**config.mk**
```make
export PLATFORM = sky130hd
export DESIGN_NAME = cfg_column_arbiter
export DESIGN_NICKNAME = d
export VERILOG_FILES = /design/src/rtl/cfg_column_arbiter.sv
export SDC_FILE = /design/constraint.sdc
export NUM_CORES = 1
export LEC_CHECK = 0
export ABC_AREA = 1
export BUFFER_PORTS_ARGS = -buffer_cell sky130_fd_sc_hd__buf_2
export CAP_MARGIN = 10
export CORE_AREA = 2 2 379 381
export DETAILED_ROUTE_END_ITERATION = 10
export DIE_AREA = 0 0 381 383
export PLACE_DENSITY_LB_ADDON = 0.3
export SLEW_MARGIN = 10
export SYNTH_ARGS = -nofsm -noshare
export SYNTH_HDL_FRONTEND = slang
export SYNTH_SLANG_ARGS = --single-unit
```
**constraint.sdc**
```tcl
create_clock -name clk -period 5.15 [get_ports clk]
set_clock_uncertainty 0.05 [all_clocks]
set_input_delay 1.03 -clock clk [delete_from_list [all_inputs] [get_ports clk]]
set_output_delay 1.03 -clock clk [all_outputs]
set_load 0.005 [all_outputs]
```
**src/rtl/cfg_column_arbiter.sv**
```systemverilog
// Round-robin front end that serialises per-column configuration requests onto the shared config bus.
// Optional write/read statistics counters are built only when CFG_ARB_STATS_EN is defined.
module cfg_column_arbiter #(
    parameter int NUM_CH = 12,
    parameter int ADDR_W = 32,
    parameter int DATA_W = 32,
    parameter int RD_LAT = 2
) (
    input  logic                       clk,
    input  logic                       reset,
    input  logic [NUM_CH-1:0]          stall,
    input  logic [NUM_CH-1:0]          req_valid,
    output logic [NUM_CH-1:0]          req_ready,
    input  logic [NUM_CH*ADDR_W-1:0]   req_addr,
    input  logic [NUM_CH*DATA_W-1:0]   req_data,
    input  logic [NUM_CH-1:0]          req_read,
    output logic [ADDR_W-1:0]          config_addr,
    output logic [DATA_W-1:0]          config_data,
    output logic                       config_read,
    output logic                       config_write,
    input  logic [DATA_W-1:0]          read_config_data,
    output logic                       rd_valid,
    output logic [DATA_W-1:0]          rd_data,
    output logic [$clog2(NUM_CH)-1:0]  rd_ch,
    output logic [15:0]                wr_count,
    output logic [15:0]                rd_count
);

    localparam int CH_W  = $clog2(NUM_CH);
    localparam int CNT_W = $clog2(RD_LAT + 1);

    typedef enum logic {
        IDLE,
        RD_WAIT
    } state_t;

    state_t              state_q, state_d;
    logic [CH_W-1:0]     ptr_q, ptr_d;
    logic [CNT_W-1:0]    lat_cnt_q, lat_cnt_d;
    logic [CH_W-1:0]     pend_ch_q, pend_ch_d;
    logic [ADDR_W-1:0]   config_addr_q, config_addr_d;
    logic [DATA_W-1:0]   config_data_q, config_data_d;
    logic                config_read_q, config_read_d;
    logic                config_write_q, config_write_d;
    logic                rd_valid_q, rd_valid_d;
    logic [DATA_W-1:0]   rd_data_q, rd_data_d;
    logic [CH_W-1:0]     rd_ch_q, rd_ch_d;

    logic [NUM_CH-1:0]   eligible;
    logic [CH_W-1:0]     scan_idx;
    logic [CH_W-1:0]     win_idx;
    logic                win_found;
    logic                accept;
    logic [ADDR_W-1:0]   win_addr;
    logic [DATA_W-1:0]   win_data;
    logic                win_read;

    assign eligible = req_valid & ~stall;

    // Scan from the pointer upward (wrapping); the first eligible channel wins.
    always_comb begin
        scan_idx  = '0;
        win_idx   = '0;
        win_found = 1'b0;
        for (int k = 0; k < NUM_CH; k++) begin
            scan_idx = CH_W'((int'(ptr_q) + k) % NUM_CH);
            if (!win_found && eligible[scan_idx]) begin
                win_found = 1'b1;
                win_idx   = scan_idx;
            end
        end
    end

    assign accept   = win_found && (state_q == IDLE);
    assign win_addr = req_addr[win_idx*ADDR_W +: ADDR_W];
    assign win_data = req_data[win_idx*DATA_W +: DATA_W];
    assign win_read = req_read[win_idx];

    always_comb begin
        req_ready = '0;
        if (accept) begin
            req_ready[win_idx] = 1'b1;
        end
    end

    always_ff @(posedge clk) begin
        if (reset) begin
            state_q        <= IDLE;
            ptr_q          <= '0;
            lat_cnt_q      <= '0;
            pend_ch_q      <= '0;
            config_addr_q  <= '0;
            config_data_q  <= '0;
            config_read_q  <= 1'b0;
            config_write_q <= 1'b0;
            rd_valid_q     <= 1'b0;
            rd_data_q      <= '0;
            rd_ch_q        <= '0;
        end else begin
            state_q        <= state_d;
            ptr_q          <= ptr_d;
            lat_cnt_q      <= lat_cnt_d;
            pend_ch_q      <= pend_ch_d;
            config_addr_q  <= config_addr_d;
            config_data_q  <= config_data_d;
            config_read_q  <= config_read_d;
            config_write_q <= config_write_d;
            rd_valid_q     <= rd_valid_d;
            rd_data_q      <= rd_data_d;
            rd_ch_q        <= rd_ch_d;
        end
    end

    // A read leaves config_data untouched so the bus only changes the fields it actually uses.
    always_comb begin
        state_d        = state_q;
        ptr_d          = ptr_q;
        lat_cnt_d      = lat_cnt_q;
        pend_ch_d      = pend_ch_q;
        config_addr_d  = config_addr_q;
        config_data_d  = config_data_q;
        config_read_d  = 1'b0;
        config_write_d = 1'b0;
        rd_valid_d     = 1'b0;
        rd_data_d      = rd_data_q;
        rd_ch_d        = rd_ch_q;
        case (state_q)
            IDLE: begin
                if (accept) begin
                    ptr_d         = (win_idx == CH_W'(NUM_CH - 1)) ? '0 : win_idx + 1'b1;
                    config_addr_d = win_addr;
                    if (win_read) begin
                        config_read_d = 1'b1;
                        lat_cnt_d     = CNT_W'(RD_LAT);
                        pend_ch_d     = win_idx;
                        state_d       = RD_WAIT;
                    end else begin
                        config_write_d = 1'b1;
                        config_data_d  = win_data;
                    end
                end
            end
            RD_WAIT: begin
                if (lat_cnt_q == '0) begin
                    rd_valid_d = 1'b1;
                    rd_data_d  = read_config_data;
                    rd_ch_d    = pend_ch_q;
                    state_d    = IDLE;
                end else begin
                    lat_cnt_d = lat_cnt_q - 1'b1;
                end
            end
            default: begin
                state_d = IDLE;
            end
        endcase
    end

    assign config_addr  = config_addr_q;
    assign config_data  = config_data_q;
    assign config_read  = config_read_q;
    assign config_write = config_write_q;
    assign rd_valid     = rd_valid_q;
    assign rd_data      = rd_data_q;
    assign rd_ch        = rd_ch_q;

`ifdef CFG_ARB_STATS_EN
    logic [15:0] wr_count_q;
    logic [15:0] rd_count_q;

    // Counters advance on the same edge that raises the bus strobe and stick at all-ones.
    always_ff @(posedge clk) begin
        if (reset) begin
            wr_count_q <= '0;
            rd_count_q <= '0;
        end else begin
            if (config_write_d && (wr_count_q != 16'hFFFF)) begin
                wr_count_q <= wr_count_q + 16'd1;
            end
            if (config_read_d && (rd_count_q != 16'hFFFF)) begin
                rd_count_q <= rd_count_q + 16'd1;
            end
        end
    end

    assign wr_count = wr_count_q;
    assign rd_count = rd_count_q;
`else
    assign wr_count = '0;
    assign rd_count = '0;
`endif

endmodule

```
# Word level (Yosys, flattened, before mapping)
# Index checks and enable logic that the tools add are counted.
dict set report totals {
  register_bits 114
  ramBits 0
  romBits 0
  latchBits 0
  wordCells 158
  mem_count 0
}
dict set report classes {
  order_cmp 14
  div 12
  addsub 13
  multipliers 0
  bitwise 5
  reduce_logical 33
  n_mux 64
  shifts 2
  n_eq_ne 4
}
# operator n
set ops {}
lappend ops {{$shiftx A384 B10 Y32} 2}
lappend ops {{$mod A32 B5 Y32 const B} 11}
lappend ops {{$lt A4 B5 Y1 const B} 13}
lappend ops {{$bmux W1 S4} 13}
lappend ops {{$mux W4} 13}
lappend ops {{$mod A5 B5 Y32 const B} 1}
lappend ops {{$mux W1} 31}
lappend ops {{$add A4 B3 Y5 const B} 4}
lappend ops {{$add A4 B4 Y5 const B} 4}
lappend ops {{$logic_and A1 B1 Y1} 13}
lappend ops {{$and A12 B12 Y12} 1}
lappend ops {{$mux W12} 1}
lappend ops {{$not A12 Y12} 1}
lappend ops {{$logic_not A1 Y1} 11}
lappend ops {{$add A4 B2 Y5 const B} 2}
lappend ops {{$reduce_and A3 Y1} 3}
lappend ops {{$mux W2} 3}
lappend ops {{$ne A2 B2 Y1 const B} 3}
lappend ops {{$add A4 B1 Y5 const B} 1}
lappend ops {{$add A4 B1 Y4 const B} 1}
lappend ops {{$demux W1 S4} 1}
lappend ops {{$eq A4 B4 Y1 const B} 1}
lappend ops {{$ge A4 B1 Y1 const B} 1}
lappend ops {{$pmux W2 S2} 1}
lappend ops {{other kinds (7)} 11}

# Logic depth before layout (Yosys ltp)
# Gate-level depths: netlist of run 1.
dict set report logic_depth {
  word_depth 43
  ltp_mapped 38
  ltp_nobuf 35
}

# Worst setup path before layout of run 1
# No wires, ideal clock.
dict set report synth_timing {
  path_type {register to output}
  startpoint {register ptr_q[1]}
  endpoint {output req_ready[3]}
  slack_ns -0.273
  path_buffers 5
  stages_incl_launch_ff 32
  t_arrival_ns 4.343
  cell_sequence {dfxtp_1 -> buf_2 -> inv_2 -> buf_2 -> ha_1 -> xnor2_1 -> ha_1 -> inv_1 -> nand3_1 -> nand2_1 -> ha_1 -> inv_1 -> nand3_1 -> xor2_1 -> nand2_1 -> o21ai_0 -> nand2_1 -> nand2_1 -> inv_1 -> nor2_4 -> nand3_2 -> nor2_4 -> nand3_2 -> nand3_4 -> nand2_4 -> buf_6 -> clkinv_2 -> buf_4 -> buf_4 -> ha_1 -> inv_1 -> nor3_1}
}
dict set report synth_between {
  elab_chain_len 42
}
# item line_no
set synth_rtl {}
lappend synth_rtl {{from (decl)} 38} ;# logic [CH_W-1:0] ptr_q, ptr_d;
lappend synth_rtl {{from (signal assigned)} 101} ;# ptr_q <= ptr_d;
lappend synth_rtl {{branches (longest 36 deep; another with $mod A32 B5 Y32)} --}
lappend synth_rtl {{$mux W4 (*)} 67} ;# if (!win_found && eligible[scan_idx]) begin
lappend synth_rtl {{via win_idx[0]} 51} ;# logic [CH_W-1:0] win_idx;
lappend synth_rtl {{$lt A4 B5 Y1 (not written as such) / $ge A4 B1 Y1 (equally long branches)} 82} ;# req_ready[win_idx] = 1'b1;
lappend synth_rtl {{$logic_and A1 B1 Y1 (not written as such)} 82}
lappend synth_rtl {{$mux W1 (not written as such)} 82}
lappend synth_rtl {{$demux W1 S4 (*)} 82}
lappend synth_rtl {{$mux W12 (*)} 81} ;# if (accept) begin
lappend synth_rtl {{to (decl)} 13} ;# output logic [NUM_CH-1:0] req_ready,
# Mark *: on every way through the listed nets, which the timed path passes. The select of a mux whose other input is x is not followed.

# Final worst setup path of run 1
dict set report layout_timing {
  startpoint {register ptr_q[3]}
  endpoint {output req_ready[1]}
}
dict set report layout_between {
  elab_chain_len 42
}
# item line_no
set layout_rtl {}
lappend layout_rtl {{branches (longest 41 deep; another with $mod A32 B5 Y32)} --}
lappend layout_rtl {{$mux W12 (*)} 81}
# Every way passes the cells marked *. The select of a mux whose other input is x is not followed.

==> results of run 1 <==
==> per-layer routing <==
metal	vias up	global-route usage	part of all wire
met2	847	0.263	0.51
met5	-	0	0.00090
met1	10305	0.175	0.41
met3	124	0.0292	0.057
met4	18	0.0426	0.023
li1	10758	-	-
==> stage by stage <==
step / cell area (µm²) / setup TNS [ns]
finish: 24100 / 0
global route: 24100 / -2.43
CTS: 23900 / -0.00606
detailed placement: 22100 / -4.33
global placement: 22100 / -5.55
floorplan: 14200 / 0
==> layout make-up <==
cell class,instances,area [µm²],share of cell area
multi-input combinational,2209,11100,0.461
timing repair buffer,1210,7120,0.295
tap,1903,2380,0.0986
sequential,114,2290,0.0950
inverter,150,607,0.0251
clock buffer,17,425,0.0176
clock inverter,14,156,0.00648
antenna,9,22.5,0.000933
==> placed cells by master, fill, tap and decap left out, types with 21 or more instances in the layout <==
cell type | synthesis | final
nand2_1 | 1018 | 964
buf_2 | 48 | 952
nand3_1 | 720 | 689
buf_4 | 73 | 208
nor2_1 | 183 | 169
inv_1 | 131 | 112
dfxtp_1 | 114 | 110
o21ai_0 | 91 | 81
nand2_2 | 2 | 39
conb_1 | 1 | 32
nand3_2 | 7 | 31
a41oi_1 | 31 | 31
inv_2 | 15 | 28
buf_12 | 0 | 26
buf_6 | 8 | 22
ha_4 | 0 | 21
==> cells by family (layout without fill, tap and decap cells) <==
group	after synthesis	count (layout)	synth area share
AND/OR/NAND/NOR	1970	1970	0.604
multiplexers	1	1	0.000711
flip-flops	114	114	0.162
buffers and inverters	372	1391	0.127
XOR/XNOR	6	6	0.00426
AO/OA/AOI/OAI	164	164	0.0692
other	1	41	0.000266
adder cells (fa/ha/maj)	36	36	0.0320
==> registers in the layout (all words and copies together), names as in the netlist <==
| signal | count |
|---|---|
| lat_cnt_q | 2 |
| config_addr | 32 |
| pend_ch_q | 4 |
| config_read | 1 |
| config_data | 32 |
| config_write | 1 |
| state_q | 1 |
| rd_ch | 4 |
| rd_valid | 1 |
| rd_data | 32 |
| ptr_q | 4 |
==> repair_timing <==
action	4_1_cts	5_1_grt
resized for setup	228	42
setup buffers	43	11
hold buffers	0	0
setup endpoints to repair	51	15
pin swaps	107	60
==> worst max-delay path by stage <==
stage | startpoint | to | slack [ns] | depth (start not counted)
5_1_grt | ptr_q[3]$_SDFFE_PP0P_ | req_ready[1] | -0.25 | 23
4_1_cts | ptr_q[3]$_SDFFE_PP0P_ | req_ready[3] | -0.006 | 20
2_1_floorplan | ptr_q[1]$_SDFFE_PP0P_ | req_ready[3] | 0.01 | 31
6_report | ptr_q[3]$_SDFFE_PP0P_ | req_ready[1] | 0.06 | 23
3_3_place_gp | ptr_q[3]$_SDFFE_PP0P_ | config_data[3]$_SDFFE_PP0P_ | -0.32 | 27
3_5_place_dp | ptr_q[3]$_SDFFE_PP0P_ | config_data[3]$_SDFFE_PP0P_ | -0.28 | 27
==> worst max-delay path: cells and delay by family (launching register included) <==
family                   cells  cell delay, ns
AO/OA/AOI/OAI                3            0.48
XOR/XNOR                     1            0.28
adder cells (fa/ha/maj)      3            0.63
buffers and inverters        7            0.60
flip-flops                   1            0.39
AND/OR/NAND/NOR              9            1.12
==> flow_summary_export.csv, run 1 <==
group,metric,value,unit
run_status,status,"complete, no violations",
worst_setup_path,cpMaxStageDelayCell,"dfxtp_4",
worst_setup_path,critPathMostFrequentCell,"nand2_1",
logic_synthesis,synth_cells,2664,
floorplanning,rows,139,
floorplanning,dieArea,146000,µm²
clock_network,clockBufferDepth,2,
sta,period_needed,5.09,ns
worst_setup_path,worstPathArrival,4.01,ns
final_layout,final_net_count,4576,
detailed_routing,drtAntennaViolNets,0,
worst_hold_path,whs_path_depth,1,
logic_synthesis,ys_async_sr_fraction,0,
worst_setup_path,crit_path_start_kind,"register",
clock_network,numCtsBuffers,17,
grt,antenna_found_initial,35,
place,port_buffers,952,
final_layout,fin_cells,5626,
clock_network,clk-insertion-delay-late,0.50,ns
sta,period_share,0.989,
logic_synthesis,synth_top_area_cell,"nand2_1",
detailed_routing,drtPass1Iterations,7,
place,place.gp.congestion,0.938,
logic_synthesis,synthTopCellsByArea,"nand2_1, nand3_1, dfxtp_1",
sta,rsz0062_at_grt,"yes",
place,hpwl,93.7,mm
floorplanning,start_util,0.0990,
worst_hold_path,hold_class,"register to register",
worst_setup_path,worstReg2RegStart,"ptr_q[3]$_SDFFE_PP0P_",
clock_network,clockRootBuffer,"clkbuf_16",
logic_synthesis,yosys.cell_count.top_type,"nand2_1",
sta,fin_hold_ws,0.387,ns
clock_network,path_clk_slew,0.07,ns
detailed_routing,drt-total-wl,113,mm
final_layout,synthToLayoutAreaGrowth,71.4,%
worst_hold_path,hold_end,"lat_cnt_q[0]$_SDFFE_PP0P_",
worst_setup_path,cp_max_fo,5,
worst_setup_path,crit_path_end_kind,"output pin",
detailed_routing,drt_iter0_drc,1346,
logic_synthesis,yosys.cell_types.count,47,
logic_synthesis,ys.flop_type,"dfxtp_1",
final_layout,fill_cells,16850,
worst_setup_path,path_cells,"buf_8 -> inv_4 -> ha_4 -> a21oi_4 -> inv_1 -> ha_1 -> nor3_2 -> o21bai_2 -> xor2_2 -> nand2_1 -> nand2_1 -> o21a_4 -> nand4_1 -> nand2_1 -> inv_2 -> nand3_4 -> nand2_8 -> inv_16 -> buf_6 -> ha_4 -> nand2_4 -> nor2_2 -> buf_2",
sta,hold_viol,0,
worst_setup_path,slowest_delay,0.39,ns
sta,setup_slack,0.0586,ns
sta,fmax,196,MHz
detailed_routing,viasPerCell,3.92,
detailed_routing,dr_total_vias,22052,
place,place_inst,5533,
detailed_routing,post-route-drc-count,0,
logic_synthesis,seq_area_frac_synth,0.162,
sta,setup_viol,0,
detailed_routing,drt-wirelength-per-cell,20.0,µm
sta,relSlewSlack,0.397,
logic_synthesis,synth_warnings,0,
clock_network,cts.sinks,114,
final_layout,fin_util,0.170,
worst_setup_path,r2r_cells,28,
clock_network,cts_tree,"done",
logic_synthesis,synth_top_area_share,0.271,
logic_synthesis,syn_area_per_cell,5.29,µm²
worst_setup_path,worstPathRequired,4.07,ns
logic_synthesis,netlist_top_cells_count,"nand2_1, nand3_1, nor2_1, inv_1, dfxtp_1",
grt,first_global_vias,21228,
worst_setup_path,worst-setup-path-type,"register to output pin",
worst_hold_path,min-delay-start,"lat_cnt_q[0]$_SDFFE_PP0P_",
logic_synthesis,synth_seq_cells,114,
sta,tightest_slew,0.905,ns
floorplanning,ioPinCount,985,
place,place_ws,-0.282,ns
floorplanning,die_w,381,µm
logic_synthesis,synth_edf_count,0,
floorplanning,die_y,383,µm
logic_synthesis,synthesis.area,14100,µm²
grt,grt-ovfl-total,0,
worst_setup_path,r2r_slack,0.32,ns
run,cap_violations,0,
grt,grt_usage,0.147,
grt,grt_pass1_wl,154,mm
floorplanning,core_area,142000,µm²
grt,grt_max_degree,83,
sta,timing.final.max_slew_violations,0,
final_layout,drive_gt1_frac,0.393,
worst_setup_path,timing.rr.end,"config_data[29]$_SDFFE_PP0P_",
clock_network,htree_levels,4,
Power of run 1 is not shown: default switching activity piles up to over one toggle a cycle in this logic, so the estimate is an artifact.
==> inputs of run 2 (changes only) <==
- CORE_AREA: 2 2 379 381 -> 2 2 382 384
- DIE_AREA: 0 0 381 383 -> 0 0 384 386
- clock period: 5.15 -> 5.3 ns (I/O delays scaled with it)
==> run 2 against run 1 <==
Compared with the run above: utilization decreased by 0.99 points; global-route usage down 0.48 points; critical path depth increased by 4; register-to-register slack better by 0.13 ns; worst setup slack better by 0.073 ns; critical path type unchanged.
==> flow_summary_export.csv, run 2 (synthesis results as in run 1) <==
group,metric,value,unit
run_status,status,"complete, no violations",
final_layout,final_net_count,4516,
worst_setup_path,cp_max_fo,5,
detailed_routing,drt_iter0_drc,1258,
grt,grt-ovfl-total,0,
place,place_inst,5506,
sta,relSlewSlack,0.432,
floorplanning,die_w,384,µm
sta,timing.final.max_slew_violations,0,
final_layout,fin_cells,5594,
clock_network,cts.sinks,114,
floorplanning,dieArea,148000,µm²
clock_network,clk-insertion-delay-late,0.51,ns
worst_setup_path,r2r_cells,29,
clock_network,cts_tree,"done",
clock_network,htree_levels,4,
sta,fmax,193,MHz
clock_network,clockBufferDepth,2,
grt,grt_pass1_wl,150,mm
floorplanning,ioPinCount,985,
final_layout,fill_cells,17142,
grt,grt_max_degree,97,
grt,first_global_vias,20794,
clock_network,clockRootBuffer,"clkbuf_16",
place,hpwl,91.4,mm
worst_setup_path,worst-setup-path-type,"register to output pin",
clock_network,path_clk_slew,0.08,ns
final_layout,final_common_cell,"nand2_1",
floorplanning,start_util,0.0975,
final_layout,synthToLayoutAreaGrowth,64.0,%
detailed_routing,drtPass1Iterations,5,
detailed_routing,drtAntennaViolNets,0,
sta,rsz0062_at_grt,"yes",
worst_hold_path,whs_path_depth,1,
worst_setup_path,crit_path_end_kind,"output pin",
final_layout,drive_gt1_frac,0.362,
worst_setup_path,crit_path_start_kind,"register",
clock_network,numCtsBuffers,17,
worst_setup_path,worstPathRequired,4.19,ns
detailed_routing,viasPerCell,3.90,
run,cap_violations,0,
grt,antenna_found_initial,37,
detailed_routing,drt-wirelength-per-cell,20.0,µm
place,place.gp.congestion,0.920,
detailed_routing,dr_total_vias,21826,
sta,period_share,0.975,
detailed_routing,post-route-drc-count,0,
detailed_routing,drt-total-wl,112,mm
final_layout,fin_util,0.160,
floorplanning,die_y,386,µm
sta,period_needed,5.17,ns
final_layout,final_cell_mix,"nand2_1, buf_2, nand3_1",
grt,grt_usage,0.142,
floorplanning,core_area,145000,µm²
worst_setup_path,worstPathArrival,4.06,ns
sta,tightest_slew,0.851,ns
place,port_buffers,952,
worst_hold_path,hold_class,"register to register",
floorplanning,rows,140,
sta,setup_viol,0,
sta,hold_viol,0,
[run 2: layer usage]
layer  up-vias  GRT usage  wire length (µm)
met4        16     0.0477              3420
met1     10165      0.166             44700
li1      10634          -                 -
met3       131     0.0361              7840
met5         -          0               100
met2       880      0.249             55800
[run 2: path summary, 6_finish.rpt]
| path | slack [ns] | end | from |
|---|---|---|---|
| worst max-delay path | 0.13 | req_ready[11] | ptr_q[2]$_SDFFE_PP0P_ |
| worst min-delay path | 0.38 | lat_cnt_q[0]$_SDFFE_PP0P_ | lat_cnt_q[0]$_SDFFE_PP0P_ |
| worst max register to register | 0.45 | config_read$_SDFF_PP0_ | ptr_q[2]$_SDFFE_PP0P_ |
| worst min register to register | 0.38 | lat_cnt_q[0]$_SDFFE_PP0P_ | lat_cnt_q[0]$_SDFFE_PP0P_ |
[run 2: layout make-up]
type / count / area, µm² / area share
well taps: 1917 / 2400 / 0.104
clock inverters: 15 / 160 / 0.00693
multi-input cells: 2209 / 10600 / 0.459
flip-flops and latches: 114 / 2290 / 0.0993
repair buffers: 1150 / 6570 / 0.284
clock buffers: 17 / 425 / 0.0184
inverters: 150 / 598 / 0.0259
diodes: 22 / 55.1 / 0.00238
[run 2: through the flow]
step	setup WS [ns]	hold WS (ns)	setup TNS [ns]	area [µm²]
2_1_floorplan	0.00421	0.357	0	14200
3_3_place_gp	0.0660	0.365	0	21800
3_5_place_dp	0.0621	0.371	0	21800
4_1_cts	0.0000107	0.385	0	22700
5_1_grt	-0.190	0.425	-1.82	23100
6_report	0.131	0.384	0	23100
[run 2: critical path: stages (launching register included)]
cell	delay [ns]
dfxtp_4	0.38
buf_4	0.14
ha_1	0.20
nand2_1	0.11
nand3_1	0.17
nand2_1	0.15
nand2_1	0.08
inv_1	0.06
ha_1	0.13
inv_1	0.06
nand2_1	0.08
nand2_1	0.06
nand2_1	0.12
nand2_1	0.06
nand3_1	0.09
nand2_2	0.10
buf_6	0.15
nand4_1	0.17
nor2_1	0.07
nor2_2	0.11
nand3_2	0.11
nor3_2	0.24
nand3_4	0.15
ha_4	0.21
buf_6	0.12
nand2_4	0.05
nor2_2	0.04
buf_2	0.11
[run 2: repair_timing]
action | 4_1_cts | 5_1_grt
pin swaps | 16 | 46
gates resized for setup | 68 | 70
setup endpoints to repair | 12 | 12
cloned | 0 | 0
hold buffers | 0 | 0
hold endpoints to repair | 0 | 0
setup buffers | 19 | 15
Power of run 2 is left out for the same reason.
